==> src/rtl/cell_pos_reader_if.sv <==
// Particle beat stream from the cell position reader into the force pipeline.
// The master drives a beat; the slave accepts it with out_ready.
interface cell_pos_reader_if #(
    parameter int DATA_WIDTH = 96,
    parameter int ADDR_WIDTH = 8
);
    logic                  out_valid;
    logic                  out_ready;
    logic [DATA_WIDTH-1:0] out_data;
    logic [ADDR_WIDTH-1:0] out_index;
    logic                  out_last;

    modport master (
        output out_valid,
        output out_data,
        output out_index,
        output out_last,
        input  out_ready
    );

    modport slave (
        input  out_valid,
        input  out_data,
        input  out_index,
        input  out_last,
        output out_ready
    );
endinterface

==> src/rtl/cell_pos_reader.sv <==
// Reads the particle count of one cell RAM, then streams every particle
// position as beats, using a credit-tracked FIFO to absorb RAM latency.
module cell_pos_reader #(
    parameter int DATA_WIDTH   = 96,
    parameter int ADDR_WIDTH   = 8,
    parameter int PARTICLE_NUM = 220,
    parameter int FIFO_DEPTH   = 4
) (
    input  logic                  clk,
    input  logic                  rst,
    input  logic                  start,
    output logic                  busy,
    output logic                  done,
    output logic [ADDR_WIDTH-1:0] particle_count,
    output logic [ADDR_WIDTH-1:0] mem_address,
    output logic                  mem_rden,
    output logic                  mem_wren,
    input  logic [DATA_WIDTH-1:0] mem_q,
    cell_pos_reader_if.master     out
);

    localparam int PW = (FIFO_DEPTH > 1) ? $clog2(FIFO_DEPTH) : 1;
    localparam int CW = $clog2(FIFO_DEPTH + 1);
    localparam logic [ADDR_WIDTH-1:0] CNT_MAX = ADDR_WIDTH'(PARTICLE_NUM - 1);
    localparam logic [CW:0] DEPTH_C = (CW + 1)'(FIFO_DEPTH);
    localparam logic [PW-1:0] PTR_MAX = PW'(FIFO_DEPTH - 1);

    typedef enum logic [2:0] {
        IDLE,
        REQ_CNT,
        WAIT_CNT,
        STREAM,
        DRAIN,
        FIN
    } state_t;

    state_t state;

    logic [DATA_WIDTH-1:0] f_data [FIFO_DEPTH];
    logic [ADDR_WIDTH-1:0] f_idx  [FIFO_DEPTH];
    logic                  f_last [FIFO_DEPTH];
    logic [PW-1:0]         wr_ptr;
    logic [PW-1:0]         rd_ptr;
    logic [CW-1:0]         fifo_count;

    logic                  v1;
    logic                  v2;
    logic [ADDR_WIDTH-1:0] i1;
    logic [ADDR_WIDTH-1:0] i2;
    logic [ADDR_WIDTH-1:0] next_addr;
    logic                  wait_ph;

    logic [CW:0]           used;
    logic                  issue;
    logic                  push;
    logic                  pop;
    logic [ADDR_WIDTH-1:0] cnt_clamped;

    function automatic logic [PW-1:0] ptr_inc(input logic [PW-1:0] p);
        return (p == PTR_MAX) ? '0 : p + 1'b1;
    endfunction

    // Credit: reads still in the RAM pipe plus queued beats must leave room.
    assign used  = {1'b0, fifo_count} + (CW + 1)'(v1) + (CW + 1)'(v2);
    assign issue = (state == STREAM) && (used < DEPTH_C);
    assign push  = v2;
    assign pop   = (fifo_count != '0) && out.out_ready;

    assign cnt_clamped = (mem_q[ADDR_WIDTH-1:0] > CNT_MAX) ?
                         CNT_MAX : mem_q[ADDR_WIDTH-1:0];

    assign mem_rden    = issue || (state == REQ_CNT);
    assign mem_address = issue ? next_addr : '0;
    assign mem_wren    = 1'b0;

    assign out.out_valid = (fifo_count != '0);
    assign out.out_data  = f_data[rd_ptr];
    assign out.out_index = f_idx[rd_ptr];
    assign out.out_last  = f_last[rd_ptr];

    always_ff @(posedge clk) begin
        if (rst) begin
            state          <= IDLE;
            busy           <= 1'b0;
            done           <= 1'b0;
            particle_count <= '0;
            next_addr      <= '0;
            wait_ph        <= 1'b0;
        end else begin
            done <= 1'b0;
            unique case (state)
                IDLE: begin
                    if (start) begin
                        state <= REQ_CNT;
                        busy  <= 1'b1;
                    end
                end
                REQ_CNT: begin
                    state   <= WAIT_CNT;
                    wait_ph <= 1'b0;
                end
                WAIT_CNT: begin
                    if (!wait_ph) begin
                        wait_ph <= 1'b1;
                    end else begin
                        particle_count <= cnt_clamped;
                        next_addr      <= ADDR_WIDTH'(1);
                        if (cnt_clamped == '0) begin
                            state <= FIN;
                            done  <= 1'b1;
                        end else begin
                            state <= STREAM;
                        end
                    end
                end
                STREAM: begin
                    if (issue) begin
                        next_addr <= next_addr + 1'b1;
                        if (next_addr == particle_count)
                            state <= DRAIN;
                    end
                end
                DRAIN: begin
                    // The last beat is the final entry, so its handshake ends the cell.
                    if (pop && out.out_last) begin
                        state <= FIN;
                        done  <= 1'b1;
                    end
                end
                FIN: begin
                    state <= IDLE;
                    busy  <= 1'b0;
                end
                default: state <= IDLE;
            endcase
        end
    end

    always_ff @(posedge clk) begin
        if (rst) begin
            v1         <= 1'b0;
            v2         <= 1'b0;
            i1         <= '0;
            i2         <= '0;
            wr_ptr     <= '0;
            rd_ptr     <= '0;
            fifo_count <= '0;
            for (int k = 0; k < FIFO_DEPTH; k++) begin
                f_data[k] <= '0;
                f_idx[k]  <= '0;
                f_last[k] <= 1'b0;
            end
        end else begin
            v1 <= issue;
            i1 <= next_addr;
            v2 <= v1;
            i2 <= i1;
            if (push) begin
                f_data[wr_ptr] <= mem_q;
                f_idx[wr_ptr]  <= i2;
                f_last[wr_ptr] <= (i2 == particle_count);
                wr_ptr         <= ptr_inc(wr_ptr);
            end
            if (pop)
                rd_ptr <= ptr_inc(rd_ptr);
            if (push && !pop)
                fifo_count <= fifo_count + 1'b1;
            else if (pop && !push)
                fifo_count <= fifo_count - 1'b1;
        end
    end

endmodule

==> src/flat_wrapper.sv <==
// flat-port wrapper written by rule: the top's interface ports become plain ports
module cell_pos_reader_flat 
#(
    parameter int DATA_WIDTH   = 96,
    parameter int ADDR_WIDTH   = 8,
    parameter int PARTICLE_NUM = 220,
    parameter int FIFO_DEPTH   = 4
)
  (clk, rst, start, busy, done, particle_count, mem_address, mem_rden, mem_wren, mem_q, out_out_valid, out_out_data, out_out_index, out_out_last, out_out_ready);
  cell_pos_reader_if #(.DATA_WIDTH(DATA_WIDTH), .ADDR_WIDTH(ADDR_WIDTH)) out_i ();
  input  logic clk;
  input  logic rst;
  input  logic start;
  output logic busy;
  output logic done;
  output logic [ADDR_WIDTH-1:0] particle_count;
  output logic [ADDR_WIDTH-1:0] mem_address;
  output logic mem_rden;
  output logic mem_wren;
  input  logic [DATA_WIDTH-1:0] mem_q;
  output wire logic [$bits(out_i.out_valid)-1:0] out_out_valid;
  output wire logic [$bits(out_i.out_data)-1:0] out_out_data;
  output wire logic [$bits(out_i.out_index)-1:0] out_out_index;
  output wire logic [$bits(out_i.out_last)-1:0] out_out_last;
  input wire logic [$bits(out_i.out_ready)-1:0] out_out_ready;
  assign out_out_valid = out_i.out_valid;
  assign out_out_data = out_i.out_data;
  assign out_out_index = out_i.out_index;
  assign out_out_last = out_i.out_last;
  assign out_i.out_ready = out_out_ready;
  cell_pos_reader #(.DATA_WIDTH(DATA_WIDTH), .ADDR_WIDTH(ADDR_WIDTH), .PARTICLE_NUM(PARTICLE_NUM), .FIFO_DEPTH(FIFO_DEPTH)) u_core (.clk(clk), .rst(rst), .start(start), .busy(busy), .done(done), .particle_count(particle_count), .mem_address(mem_address), .mem_rden(mem_rden), .mem_wren(mem_wren), .mem_q(mem_q), .out(out_i));
endmodule
==> config.mk <==
export PLATFORM = sky130hd
export DESIGN_NAME = cell_pos_reader_flat
export DESIGN_NICKNAME = d
export VERILOG_FILES = /design/src/rtl/cell_pos_reader_if.sv /design/src/rtl/cell_pos_reader.sv /design/src/flat_wrapper.sv
export SDC_FILE = /design/constraint.sdc
export NUM_CORES = 1
export LEC_CHECK = 0
export ABC_AREA = 1
export CORE_MARGIN = 2
export CORE_UTILIZATION = 25
export DETAILED_ROUTE_END_ITERATION = 8
export PLACE_DENSITY = 0.54
export SYNTH_ARGS = -nofsm -noshare
export SYNTH_HDL_FRONTEND = slang
export SYNTH_SLANG_ARGS = --single-unit
==> constraint.sdc <==
create_clock -name clk -period 19.7 [get_ports clk]
set_input_delay 3.94 -clock clk [delete_from_list [all_inputs] [get_ports clk]]
set_output_delay 3.94 -clock clk [all_outputs]
set_load 0.02 [all_outputs]
==> results.json <==
{
  "status": "complete, no violations",
  "setup_viol": 0,
  "io_buffer_count": 224,
  "io_pins": 226,
  "die_x_um": 285.8,
  "wl_mm": 58.51,
  "period_share": 0.4102,
  "syn_avg_cell_area_um2": 10.49,
  "gp_congestion": 0.7984,
  "htreeDepth": 2,
  "insertion_delay_ps": 600,
  "clock_skew_ps": 25.62,
  "crit_fanout": 120,
  "hold_viol_final": 0,
  "synth_nets": 1998,
  "synth_compound_area_frac": 0.09890,
  "postCtsSetupRepairBufs": 0,
  "setup_ws_ps": 11620,
  "crit_path_end_kind": "primary output",
  "grt_pass1_vias": 14313,
  "clk_pin_slew_worst_paths_ps": 60,
  "yosys.area_share.adder": 0.004160,
  "wire_per_inst_um": 18.53,
  "syn_area_um2": 19850,
  "power_density_nw_per_um2": 133.9,
  "num_rows": 103,
  "ys_seq_area_frac": 0.6848,
  "drt-initial-drc-count": 1062,
  "critPathRequiredTime_ps": 15760,
  "ys_async_sr_fraction": 0,
  "cts_sinks": 469,
  "grt_max_degree": 121,
  "ant_nets": 0,
  "antenna_found_initial": 2,
  "grt_pass1_wl_mm": 87.60,
  "drive_above_1_share": 0.05695,
  "synth_xor_area_frac": 0.003971,
  "overflow": 0,
  "tns_ps": 0,
  "synth-seq-cells": 469,
  "initial_core_util": 0.2521,
  "dp_hpwl_mm": 34.11,
  "synthMuxAreaShare": 0,
  "dp_cells": 3062,
  "final_nets": 2173,
  "cp.arrival_ps": 4140,
  "synth_top_family_by_area": "simple AND/OR/NAND/NOR gates",
  "drc": 0,
  "p_leak_uw": 0.009356,
  "ys_types": 39,
  "num_vias": 14389,
  "hold_path_class": "reg2reg",
  "cts_root_buf": "clkbuf_16",
  "insertedDiodeCount": 0,
  "clk_path_buf_depth": 3,
  "rsz0062_at_grt": "no",
  "post-route-min-period_ps": 8081,
  "dieArea_um2": 81670,
  "core_area_um2": 78740,
  "max_cap_viol_count": 0,
  "relSlewSlack": 0.1194,
  "max_freq_ghz": 0.1237,
  "viasPerCell": 4.558,
  "slew_viol_final": 0,
  "yosys_most_used_dff": "edfxtp_1",
  "grt_util_all_layers": 0.1394,
  "worstMarginPinSlew_ps": 1321,
  "yosysWarnings": 0,
  "die_h_um": 285.8,
  "ir_drop_uv": 86.60,
  "firstDrtPassIters": 5,
  "cts_inserted_buffers": 53,
  "pre_cts_slack_ps": 11570,
  "synth-simple-area-share": 0.1544,
  "netlist_instances": 1892,
  "cts_tree": "done",
  "cts_hold_buf": 0,
  "cts_resized": 0,
  "synth_edf_count": 420,
  "area_growth_pct": 24.49,
  "critPathKind": "reg2out",
  "start_kind": "flop",
  "fin_cells": 3157
}
-- cell families after synthesis --
family          Yosys count
compound gates          359
simple gates            783
fa+ha+maj                 6
other cells               1
flops                   469
buf+inv                 265
xor+xnor                  9
-- through the flow --
step / area [µm²] / utilization / hold slack [ps] / power (µW)
floorplan: 19850 / - / 388.3 / 1842
detailed placement: 23070 / 0.2930 / 393.3 / 2414
CTS: 24710 / 0.3138 / 401.3 / 3360
global placement: 23070 / 0.2930 / 399.1 / 2412
finish: 24710 / 0.3138 / 400.9 / 3308
global route: 24710 / 0.3138 / 425.3 / 3477
-- path summary, 6_finish.rpt --
check	start	end	slack, ps	cells past startpoint
setup / recovery	flop	out_out_data[95]	11620	5
hold / removal	u_core.i1[5]	u_core.i2[5]	400	2
setup reg to reg	u_core.push	u_core.f_data[2][68]	15890	7
hold reg to reg	u_core.i1[5]	u_core.i2[5]	400	2
-- layer usage --
| layer | up-vias | track usage | wire length, µm |
|---|---|---|---|
| met5 | - | 0 | 13 |
| met3 | 69 | 0.02297 | 3356 |
| met1 | 7132 | 0.1862 | 25920 |
| met4 | 2 | 0.03154 | 1046 |
| met2 | 408 | 0.2366 | 28170 |
| li1 | 6778 | - | - |
-- Yosys cell counts, types with 2 or more instances --
library cell	number	area (µm²)
nand2_4	3	33.78
dfxtp_1	49	980.9
clkbuf_1	71	266.5
buf_1	7	26.28
a21oi_1	19	95.09
o22ai_1	109	681.9
inv_2	5	18.77
nor3_1	7	35.03
buf_4	7	52.55
edfxtp_1	420	12610
inv_1	139	521.8
buf_2	34	170.2
xnor2_1	7	61.31
ha_1	5	62.56
nand4_1	4	25.02
nor2_2	4	25.02
nand2_1	59	221.5
xor2_1	2	17.52
nand3_1	19	95.09
nand2_2	2	12.51
a21oi_2	2	17.52
nor2_4	3	33.78
o21ai_0	221	1106
nor2_1	679	2549
-- worst max-delay path, stage by stage, from the launching register on --
cell	delay (ps)
dfxtp_4	500
inv_6	560
buf_4	1020
o21ai_0	180
o22ai_1	520
clkdlybuf4s50_1	730
-- state kept, by name, summed over array words and instances, names as in the netlist, named ones only --
name,count
u_core.busy,1
u_core.done,1
u_core.f_data,384
u_core.f_idx,32
u_core.f_last,4
u_core.fifo_count,3
u_core.i1,8
u_core.i2,8
u_core.next_addr,8
u_core.particle_count,8
u_core.push,1
u_core.rd_ptr,2
u_core.state,3
u_core.v1,1
u_core.wait_ph,1
u_core.wr_ptr,2
-- power breakdown --
group / switching [µW] / internal (µW) / total [µW] / leakage (µW)
combinational: 738 / 440 / 1180 / 0.00382
clock: 397 / 541 / 938 / 0.000805
sequential: 55.7 / 1140 / 1190 / 0.00473
total: 1190 / 2120 / 3310 / 0.00936
-- placed cells by master, fill, tap and decap left out, drive strengths merged, types with 2 or more instances in the layout --
master and count:
a21oi 21, buf 16, bufinv 2, clkbuf 68, clkdlybuf4s50 224, clkinv 25
dfxtp 49, edfxtp 420, ha 5, inv 144, nand2 65, nand3 19
nand4 4, nor2 686, nor3 7, o21ai 222, o22ai 109, xnor2 7
xor2 2
-- final cells by class --
type	instances	area [µm²]
clock inverters	27	198.9
clock buffers	68	1441
fillers	8020	54030
multi-input cells	1158	5243
well taps	1050	1314
inverters	145	553.0
repair buffers	240	2362
flip-flops and latches	469	13600
Note: power is estimated with default switching activity, not from simulation.
